### src/rtl/hs_pkg.sv
// Shared types and constants for the 10-bit high-speed serial link.
package hs_pkg;

  localparam int unsigned HS_WORD_W = 10;
  localparam logic [HS_WORD_W-1:0] HS_SYNC_DEFAULT = 10'b1111001111;

  typedef enum logic {
    HUNT,
    LOCKED
  } hs_rx_state_t;

endpackage

### src/rtl/hs_sipo_sr.sv
// 10-bit serial-in shift register, MSB first, with synchronous clear.
// Exposes both the registered value and the value it will take on the next shift.
module hs_sipo_sr
  import hs_pkg::*;
(
  input  logic                 clk_i,
  input  logic                 rst_i,
  input  logic                 clr_i,
  input  logic                 shift_i,
  input  logic                 bit_i,
  output logic [HS_WORD_W-1:0] sr_o,
  output logic [HS_WORD_W-1:0] sr_next_o
);

  logic [HS_WORD_W-1:0] sr_q, sr_d;

  assign sr_next_o = {sr_q[HS_WORD_W-2:0], bit_i};

  always_comb begin
    sr_d = sr_q;
    if (clr_i) begin
      sr_d = '0;
    end else if (shift_i) begin
      sr_d = sr_next_o;
    end
  end

  always_ff @(posedge clk_i or posedge rst_i) begin
    if (rst_i) begin
      sr_q <= '0;
    end else begin
      sr_q <= sr_d;
    end
  end

  assign sr_o = sr_q;

endmodule

### src/rtl/hs_rx_deser.sv
// Receive deserialiser: hunts for a sync word, then assembles 10-bit words and
// presents them on a ready/valid holding register. n_rst is active-high.
module hs_rx_deser
  import hs_pkg::*;
#(
  parameter logic [HS_WORD_W-1:0] SYNC_WORD = HS_SYNC_DEFAULT
) (
  input  logic                 clk,
  input  logic                 n_rst,
  input  logic                 serial_in,
  input  logic                 shift_enable,
  input  logic                 resync,
  input  logic                 rx_ready,
  output logic [HS_WORD_W-1:0] rx_data,
  output logic                 rx_valid,
  output logic                 locked,
  output logic                 sync_seen,
  output logic                 overrun
);

  hs_rx_state_t         state_q, state_d;
  logic [3:0]           cnt_q, cnt_d;
  logic [HS_WORD_W-1:0] data_q, data_d;
  logic                 valid_q, valid_d;
  logic                 sync_q, sync_d;
  logic                 ovr_q, ovr_d;
  logic                 load;

  logic [HS_WORD_W-1:0] sr_q;
  logic [HS_WORD_W-1:0] sr_next;
  logic                 unused_sr;

  hs_sipo_sr u_sipo (
    .clk_i     (clk),
    .rst_i     (n_rst),
    .clr_i     (resync),
    .shift_i   (shift_enable),
    .bit_i     (serial_in),
    .sr_o      (sr_q),
    .sr_next_o (sr_next)
  );

  // Only the look-ahead value drives decisions; the registered value is not needed here.
  assign unused_sr = ^sr_q;

  always_comb begin
    state_d = state_q;
    cnt_d   = cnt_q;
    sync_d  = 1'b0;
    ovr_d   = 1'b0;
    load    = 1'b0;

    if (resync) begin
      state_d = HUNT;
      cnt_d   = 4'd0;
    end else if (shift_enable) begin
      case (state_q)
        HUNT: begin
          if (sr_next == SYNC_WORD) begin
            state_d = LOCKED;
            cnt_d   = 4'd0;
            sync_d  = 1'b1;
          end
        end
        LOCKED: begin
          if (cnt_q == 4'd9) begin
            cnt_d = 4'd0;
            if (sr_next == SYNC_WORD) begin
              sync_d = 1'b1;
            end else if (valid_q && !rx_ready) begin
              ovr_d = 1'b1;
            end else begin
              load = 1'b1;
            end
          end else begin
            cnt_d = cnt_q + 4'd1;
          end
        end
        default: state_d = HUNT;
      endcase
    end

    // A word landing on the consume edge replaces the consumed one.
    data_d  = data_q;
    valid_d = valid_q;
    if (load) begin
      data_d  = sr_next;
      valid_d = 1'b1;
    end else if (valid_q && rx_ready) begin
      valid_d = 1'b0;
    end
  end

  always_ff @(posedge clk or posedge n_rst) begin
    if (n_rst) begin
      state_q <= HUNT;
      cnt_q   <= 4'd0;
      data_q  <= '0;
      valid_q <= 1'b0;
      sync_q  <= 1'b0;
      ovr_q   <= 1'b0;
    end else begin
      state_q <= state_d;
      cnt_q   <= cnt_d;
      data_q  <= data_d;
      valid_q <= valid_d;
      sync_q  <= sync_d;
      ovr_q   <= ovr_d;
    end
  end

  assign rx_data   = data_q;
  assign rx_valid  = valid_q;
  assign locked    = (state_q == LOCKED);
  assign sync_seen = sync_q;
  assign overrun   = ovr_q;

endmodule

### config.mk
export PLATFORM = sky130hd
export DESIGN_NAME = hs_rx_deser
export DESIGN_NICKNAME = d
export VERILOG_FILES = /design/src/rtl/hs_pkg.sv /design/src/rtl/hs_sipo_sr.sv /design/src/rtl/hs_rx_deser.sv
export SDC_FILE = /design/constraint.sdc
export NUM_CORES = 1
export LEC_CHECK = 0
export BUFFER_PORTS_ARGS = -buffer_cell sky130_fd_sc_hd__buf_2
export CORE_MARGIN = 2
export CORE_UTILIZATION = 54
export CTS_CLUSTER_DIAMETER = 100
export DETAILED_ROUTE_END_ITERATION = 10
export PLACE_DENSITY = 0.79
export RECOVER_POWER = 50
export SLEW_MARGIN = 20
export SYNTH_ARGS = -nofsm -noshare
export SYNTH_HDL_FRONTEND = slang
export SYNTH_SLANG_ARGS = --single-unit
### constraint.sdc
create_clock -name clk -period 2 [get_ports clk]
set_clock_uncertainty 0.05 [all_clocks]
set_input_delay 0.2 -clock clk [delete_from_list [all_inputs] [get_ports clk]]
set_output_delay 0.2 -clock clk [all_outputs]
set_load 0.03 [all_outputs]
==> impl_metrics.py, run 1 <==
metrics = {
    "synth": {
        "ys_ff_latch": 27,
        "syn_avg_cell_area_um2": 12.8,
        "synth_common_cells": "27 x dfrtp_1, 11 x nor2_1, 10 x mux2_4, 10 x mux2i_1",
        "async_flop_share": 1.00,
        "ys_warn_count": 0,
        "yosysMostFrequentCell": "dfrtp_1",
        "synth_cell_type_count": 27,
        "synth_top_area_cell": "dfrtp_1",
        "ys_seq_area_frac": 0.538,
        "syn_area_mm2": 0.00125,
        "synth_edf_count": 0,
        "syn_nets": 106,
        "syn_inst": 98,
        "ys.flop_type": "dfrtp_1",
        "synth.top_cell.area_share": 0.538,
        "synthTopCellsByArea": "dfrtp_1 54%, mux2_4 12%, mux2i_1 8.0%",
    },
    "drt": {
        "num_vias": 814,
        "drtIter0Drc": 11,
        "routed_wl_um": 2130,
        "dr.pass1.iters": 4,
        "vias_per_cell": 5.46,
        "drtAntennaViolNets": 0,
        "drc": 0,
        "wl_per_cell_um": 14.3,
    },
    "sta": {
        "setup_viol": 0,
        "maxSlewViolCount": 0,
        "hold_viol": 0,
        "period_needed_ns": 1.75,
        "fin_tns_setup_ns": 0,
        "slew_headroom": 0.575,
        "post-route-period-util": 0.875,
        "max_freq_mhz": 572,
        "fin_ws_ns": 0.250,
        "rsz0062_at_grt": "no",
        "tightestPinTransition_ns": 0.637,
    },
    "critical_path": {
        "start_kind": "flip-flop",
        "crit_path_end_kind": "flip-flop",
        "crit_slowest_cell": "dfrtp_1",
        "worstPathRequired_ns": 2.18,
        "cp_cell_sequence": "inv_1, ha_1, and3b_1, nand4_4, nor2b_4, buf_12, mux2_4",
        "path_buf_inv": 2,
        "slowest_delay_ns": 0.41,
        "crit_arrival_ns": 1.93,
        "critical-path-top-delay-family": "simple AND/OR/NAND/NOR gates",
        "crit_fanout": 10,
        "worstSetupPathType": "flip-flop to flip-flop",
    },
    "final_layout": {
        "final_nets": 130,
        "drive_gt1_frac": 0.347,
        "synthToLayoutAreaGrowth_pct": 13.5,
        "antennaDiodeCount": 0,
    },
    "placement": {
        "portBuffers": 19,
        "gp_congestion": 0.737,
        "hpwl_um": 1530,
        "place_ws_ns": 0.130,
    },
    "clocking": {
        "clock-sinks": 27,
        "root_buffer": "clkbuf_4",
        "clock_path_buffers": 2,
        "clock_latency_ns": 0.32,
        "cts_tree": "built",
        "clk_pin_slew_ns": 0.14,
        "cts_made_buffers": 3,
        "htreeDepth": 1,
        "cts_resized": 0,
    },
    "power_and_ir_drop": {
        "power_w": 0.000831,
        "power.leakage_nw": 0.746,
        "ir_drop_mv": 0.411,
        "pwr_density_cell_mw_per_mm2": 584,
    },
    "grt": {
        "grt_pass1_vias": 841,
        "grt.total_usage": 0.189,
        "grt_pass1_wl_um": 3740,
        "grt.overflow.total": 0,
        "antenna_found_initial": 0,
        "grt_max_degree": 28,
    },
    "floorplan": {
        "core_area_mm2": 0.00221,
        "ioPinCount": 20,
        "rows": 17,
        "fp.dieW_um": 52.2,
        "initial_core_util": 0.567,
        "fp.dieH_um": 52.2,
        "die_area_mm2": 0.00273,
    },
    "job": {
        "maxCapViolCount": 0,
    },
    "hold_path": {
        "min-delay-path-class": "primary input to flip-flop",
    },
    "outcome": {
        "status": "completed",
    },
}
==> state kept, by name (all words and copies together), names as in the netlist <==
register     cells
rx_data         10
u_sipo.sr_o      9
cnt_q            4
locked           1
overrun          1
rx_valid         1
sync_seen        1
==> cells in the final DEF (no fill, tap or decap), types with 2 or more instances in the layout <==
master / instances
a21oi_1: 2
a31oi_1: 2
buf_2: 19
clkbuf_4: 3
dfrtp_1: 27
ha_1: 2
inv_1: 4
mux2_4: 10
mux2i_1: 10
nand2_1: 3
nand2b_1: 4
nand3_1: 2
nand4_1: 3
nor2_1: 11
nor3_1: 2
o21ai_0: 2
==> power by group <==
group          switching [W]   total, W  internal [W]
combinational      0.0000278  0.0000425     0.0000147
sequential        0.00000259   0.000551      0.000548
clock               0.000161   0.000238     0.0000765
total               0.000192   0.000831      0.000640
==> final cells by class <==
cell class / count / area (um2)
fillers: 187 / 788
flip-flops and latches: 27 / 676
multi-input cells: 63 / 531
repair buffers: 23 / 138
well taps: 28 / 35.0
clock buffers: 3 / 22.5
inverters: 4 / 15.0
clock inverters: 1 / 7.51
==> cell families (layout without fill, tap and decap cells) <==
logic type | count (synthesis) | after routing | synth area share
flip-flops | 27 | 27 | 0.538
AO/OA/AOI/OAI | 7 | 7 | 0.0329
AND/OR/NAND/NOR | 34 | 34 | 0.170
adder cells (fa/ha/maj) | 2 | 2 | 0.0199
buffers and inverters | 8 | 31 | 0.0389
multiplexers | 20 | 20 | 0.199
==> per-layer routing <==
layer / vias up / GRT usage / wire [um] / share of wire
met1: 404 / 0.245 / 1000 / 0.47
met2: 21 / 0.308 / 1000 / 0.47
li1: 385 / - / - / -
met3: 4 / 0.0543 / 90 / 0.042
met5: - / 0 / 0 / 0
met4: 0 / 0.0556 / 33 / 0.015
==> what timing repair did <==
item	CTS	global route
hold buffers	1	0
hold endpoints to repair	27	0
endpoints found under the setup margin	0	7
setup buffers	0	1
==> through the flow <==
| stage | instances | hold slack, ns | utilization | cell area (um2) |
|---|---|---|---|---|
| 6_report | 149 | 0.0763 | 0.644 | 1420 |
| 5_1_grt | 149 | 0.0744 | 0.644 | 1420 |
| 4_1_cts | 148 | 0.0720 | 0.636 | 1410 |
| 3_5_place_dp | 143 | 0.221 | 0.618 | 1370 |
| 3_3_place_gp | 143 | 0.214 | 0.618 | 1370 |
| 2_1_floorplan | 98 | 0.203 | - | 1250 |
==> path summary, 6_finish.rpt <==
| check | end | slack [ns] | start | depth (start not counted) |
|---|---|---|---|---|
| max in group asynchronous | u_sipo.sr_o[8] | 0.98 | n_rst | 4 |
| min | rx_data[0] | 0.08 | serial_in | 2 |
| max reg2reg | rx_data[6] | 0.25 | cnt_q[1] | 7 |
| min in group asynchronous | u_sipo.sr_o[4] | 0.50 | n_rst | 4 |
| max | rx_data[6] | 0.25 | cnt_q[1] | 7 |
| min reg2reg | cnt_q[3] | 0.45 | cnt_q[3] | 1 |
Note: power is estimated with default switching activity, not from simulation.
==> run 2, diff against run 1 <==
CORE_UTILIZATION = 57   (was 54)
CTS_BUF_LIST = sky130_fd_sc_hd__clkbuf_2   (was not set)
PLACE_DENSITY = 0.82   (was 0.79)
==> impl_metrics.py, run 2 (synthesized netlist as in run 1, its figures left out) <==
metrics = {
    "critical_path": {
        "crit_slowest_cell": "dfrtp_1",
        "start_kind": "flip-flop",
        "worstPathRequired_ns": 2.20,
        "crit_fanout": 10,
        "crit_arrival_ns": 1.96,
        "slowest_delay_ns": 0.44,
        "crit_path_end_kind": "flip-flop",
        "worstSetupPathType": "flip-flop to flip-flop",
        "cp_cell_sequence": "inv_1, ha_1, and3b_1, nand4_4, nor2b_4, buf_12, mux2_4",
    },
    "sta": {
        "rsz0062_at_grt": "no",
        "fin_tns_setup_ns": 0,
        "period_needed_ns": 1.76,
        "max_freq_mhz": 567,
        "fin_ws_ns": 0.237,
        "fin_hold_ws_ns": 0.0558,
        "post-route-period-util": 0.882,
        "hold_viol": 0,
        "tightestPinTransition_ns": 1.34,
        "setup_viol": 0,
        "slew_headroom": 0.108,
        "maxSlewViolCount": 0,
    },
    "final_layout": {
        "final_cells": 148,
        "most-common-layout-cells": "27 x dfrtp_1, 19 x buf_2, 11 x nor2_1, 10 x mux2i_1, 10 x mux2_4",
        "drive_gt1_frac": 0.339,
        "synthToLayoutAreaGrowth_pct": 12.5,
        "final_nets": 130,
        "antennaDiodeCount": 0,
        "final_common_cell": "dfrtp_1",
        "largest_reg_flops": 10,
    },
    "drt": {
        "drc": 0,
        "drtIter0Drc": 4,
        "vias_per_cell": 5.49,
        "routed_wl_um": 2090,
        "drtAntennaViolNets": 0,
        "wl_per_cell_um": 14.1,
        "dr.pass1.iters": 4,
        "num_vias": 812,
    },
    "clocking": {
        "cts_resized": 0,
        "clock_latency_ns": 0.34,
        "clock_path_buffers": 2,
        "root_buffer": "clkbuf_2",
        "clock-sinks": 27,
        "cts_made_buffers": 3,
        "htreeDepth": 1,
        "clk_pin_slew_ns": 0.24,
        "cts_tree": "built",
    },
    "grt": {
        "grt_pass1_wl_um": 3480,
        "grt.overflow.total": 0,
        "grt_pass1_vias": 806,
        "antenna_found_initial": 0,
        "grt_max_degree": 28,
        "grt.total_usage": 0.181,
    },
    "floorplan": {
        "die_area_mm2": 0.00259,
        "fp.dieW_um": 50.9,
        "rows": 16,
        "initial_core_util": 0.621,
        "fp.dieH_um": 50.9,
        "ioPinCount": 20,
        "core_area_mm2": 0.00202,
    },
    "power_and_ir_drop": {
        "pwr_density_cell_mw_per_mm2": 558,
        "power_w": 0.000787,
        "p_seq_frac": 0.701,
        "p_int_w": 0.000609,
        "ir_drop_mv": 0.457,
        "p_switching_w": 0.000178,
        "switching_share": 0.226,
        "power.share.combinational": 0.053,
        "p_clk_frac": 0.245,
        "power.leakage_nw": 0.745,
    },
    "job": {
        "maxCapViolCount": 0,
    },
    "placement": {
        "placed_cells": 143,
        "hpwl_um": 1560,
        "gp_congestion": 0.749,
        "place_ws_ns": 0.250,
        "portBuffers": 19,
    },
    "hold_path": {
        "min-delay-path-class": "primary input to flip-flop",
    },
    "outcome": {
        "status": "completed",
    },
}
-- run 2: cell types whose count changed in the layout (fill, tap and decap cells not counted), sizes merged --
cell | previous run | this run
clkinv | 0 | 1
clkinvlp | 1 | 0
-- run 2: what timing repair did --
item	4_1_cts	5_1_grt
endpoints found under the setup margin	0	0
hold endpoints to repair	27	0
hold buffers	1	0
buffers inserted	0	0
-- run 2: worst max-delay path, delay by kind of cell (launching register included) --
family	cells	cell delay, ns
and+or+nand+nor	3	0.53
DFF	1	0.44
muxes	1	0.30
buffers and inverters	2	0.23
adders and majority gates	1	0.13
-- run 2: routing by layer --
layer,wire length (um),global-route usage,up-vias
li1,-,-,387
met1,979,0.230,405
met2,1020,0.312,18
met3,73,0.0263,2
met4,11,0.0676,0
met5,0,0,-
-- run 2: metrics by stage --
stage	utilization	area, um2
after CTS	0.700	1420
after global routing	0.698	1410
after global placement	0.685	1390
after floorplan	-	1250
final	0.698	1410
after detailed placement	0.685	1390
-- run 2: worst paths after layout --
kind	startpoint	endpoint	slack, ns	cells after the start
worst max-delay path	cnt_q[1]	rx_data[9]	0.24	7
worst min-delay path	serial_in	rx_data[0]	0.06	2
worst max register to register	cnt_q[1]	rx_data[9]	0.24	7
worst min register to register	cnt_q[3]	cnt_q[3]	0.46	1
max in group asynchronous	n_rst	cnt_q[1]	0.38	4
min in group asynchronous	n_rst	u_sipo.sr_o[5]	0.74	4
-- run 2: cell type report --
cell class	instances	area, um2
Sequential cell	27	676
Clock inverter	1	5.00
Inverter	4	15.0
Tap cell	27	33.8
Clock buffer	3	15.0
Fill cell	158	611
Timing Repair Buffer	23	136
Multi-Input combinational cell	63	531
-- run 2: power by group through the flow --
stage,Sequential (W),Combinational (W),Clock [W]
final,0.000552,0.0000421,0.000193
after global routing,0.000553,0.0000473,0.000222
after detailed placement,0.000561,0.0000427,0
after floorplan,0.000560,0.0000288,0
after global placement,0.000561,0.0000408,0
after CTS,0.000552,0.0000442,0.000206
==> run 3, diff against run 2 <==
CORE_UTILIZATION = 58   (was 57)
PLACE_DENSITY = 0.83   (was 0.82)
SYNTH_HIERARCHICAL = 1   (was not set)
==> impl_metrics.py, run 3 <==
metrics = {
    "final_layout": {
        "most-common-layout-cells": "27 x dfrtp_1, 18 x buf_2, 12 x nor2_1, 10 x mux2i_1, 9 x mux2_4",
        "seqCellArea_um2": 676,
        "synthToLayoutAreaGrowth_pct": 11.2,
        "largest_reg_flops": 10,
        "final_cells": 147,
        "drive_gt1_frac": 0.325,
        "final_nets": 129,
        "final_common_cell": "dfrtp_1",
        "nFillCells": 153,
        "antennaDiodeCount": 0,
        "multi_input_area_um2": 524,
    },
    "sta": {
        "setup_viol": 0,
        "tightestPinTransition_ns": 0.681,
        "rsz0062_at_grt": "no",
        "maxSlewViolCount": 0,
        "max_freq_mhz": 549,
        "hold_viol": 0,
        "post-route-period-util": 0.911,
        "slew_headroom": 0.546,
        "period_needed_ns": 1.82,
        "fin_tns_setup_ns": 0,
    },
    "synth": {
        "ys_warn_count": 6,
        "syn_avg_cell_area_um2": 13.0,
        "syn_nets": 106,
        "syn_area_mm2": 0.00127,
        "syn_inst": 98,
    },
    "drt": {
        "drtIter0Drc": 24,
        "dr.pass1.iters": 4,
        "drc": 0,
        "wl_per_cell_um": 14.8,
        "routed_wl_um": 2180,
        "drtAntennaViolNets": 0,
        "num_vias": 821,
        "vias_per_cell": 5.59,
    },
    "clocking": {
        "clock-sinks": 27,
        "clk_pin_slew_ns": 0.24,
        "root_buffer": "clkbuf_2",
        "clock_latency_ns": 0.34,
        "cts_tree": "built",
        "clock_path_buffers": 2,
        "cts_made_buffers": 3,
        "htreeDepth": 1,
    },
    "power_and_ir_drop": {
        "pwr_density_cell_mw_per_mm2": 558,
        "ir_drop_mv": 0.355,
        "p_clk_frac": 0.251,
        "p_seq_frac": 0.699,
        "power.leakage_nw": 0.782,
        "power.share.combinational": 0.050,
        "p_switching_w": 0.000182,
        "p_int_w": 0.000608,
        "switching_share": 0.230,
    },
    "grt": {
        "antenna_found_initial": 0,
        "grt.overflow.total": 0,
        "grt_pass1_vias": 791,
        "grt_pass1_wl_um": 3690,
        "grt_max_degree": 19,
        "grt.total_usage": 0.191,
    },
    "critical_path": {
        "critical_path_depth": 7,
        "crit_slowest_cell": "dfrtp_1",
        "crit_arrival_ns": 2.04,
        "worstPathRequired_ns": 2.22,
        "start_kind": "flip-flop",
        "crit_path_end_kind": "flip-flop",
        "critical-path-top-delay-family": "simple AND/OR/NAND/NOR gates",
        "worstSetupPathType": "flip-flop to flip-flop",
        "cp_cell_sequence": "inv_1, ha_1, nand3b_4, nor3b_2, nor2b_4, buf_12, mux2_4",
        "path_buf_inv": 2,
        "slowest_delay_ns": 0.46,
        "crit_fanout": 10,
        "r2r_cells": 7,
    },
    "placement": {
        "hpwl_um": 1570,
        "placed_cells": 141,
        "gp_congestion": 0.732,
        "portBuffers": 19,
    },
    "floorplan": {
        "core_area_mm2": 0.00202,
        "die_area_mm2": 0.00258,
        "rows": 16,
        "initial_core_util": 0.629,
        "fp.dieW_um": 50.8,
        "ioPinCount": 20,
        "fp.dieH_um": 50.8,
    },
    "job": {
        "maxCapViolCount": 0,
    },
    "outcome": {
        "status": "completed",
    },
    "hold_path": {
        "whs_path_depth": 3,
        "min-delay-path-class": "primary input to flip-flop",
    },
}
run 3: worst paths after layout:
| kind | endpoint | slack, ns | from |
|---|---|---|---|
| worst max-delay path | rx_data[3] | 0.18 | cnt_q[1] |
| min in group asynchronous | u_sipo/sr_o[3] | 0.25 | n_rst |
| worst min register to register | rx_data[3] | 0.49 | rx_data[3] |
| worst min-delay path | overrun | 0.06 | rx_ready |
| max in group asynchronous | sync_seen | 1.08 | n_rst |
| worst max register to register | rx_data[3] | 0.18 | cnt_q[1] |
run 3: power groups by stage:
| stage | combinational (W) | sequential (W) | clock [W] |
|---|---|---|---|
| floorplan | 0.0000275 | 0.000560 | 0 |
| global placement | 0.0000373 | 0.000561 | 0 |
| detailed placement | 0.0000390 | 0.000561 | 0 |
| CTS | 0.0000404 | 0.000552 | 0.000208 |
| global route | 0.0000440 | 0.000553 | 0.000232 |
| finish | 0.0000396 | 0.000552 | 0.000198 |
run 3: tightest hold or removal path, delay by kind of cell:
family | cells | cell delay (ns)
and+or+nand+nor | 2 | 0.18
buffers and inverters | 1 | 0.07
run 3: per-stage QoR:
stage / power, W / util / hold slack [ns] / setup WS [ns] / cell area, um2
after global routing: 0.000829 / 0.700 / 0.0158 / 0.0677 / 1420
final: 0.000790 / 0.700 / 0.0621 / 0.178 / 1420
after detailed placement: 0.000600 / 0.676 / 0.130 / 0.0906 / 1370
after floorplan: 0.000588 / - / -0.0221 / 0.280 / 1270
after global placement: 0.000598 / 0.676 / 0.123 / 0.169 / 1370
after CTS: 0.000800 / 0.691 / 0.0428 / 0.0635 / 1400
run 3: metal layers:
metal  vias up  track usage  wire, um
met3         0       0.0263        91
met2        21        0.318      1120
met5         -            0         0
met1       412        0.258       967
met4         0       0.0676         0
li1        388            -         -
run 3: cell type report:
class | instances | share of cell area
Clock buffer | 3 | 0.0106
Clock inverter | 1 | 0.00354
Timing Repair Buffer | 22 | 0.0928
Sequential cell | 27 | 0.477
Tap cell | 27 | 0.0239
Multi-Input combinational cell | 59 | 0.370
Inverter | 8 | 0.0212
run 3: timing repair:
action	CTS	global route
endpoints found under the hold margin	27	0
buffers inserted	0	1
hold buffers	1	0
endpoints found under the setup margin	0	9
gates resized for setup	0	0
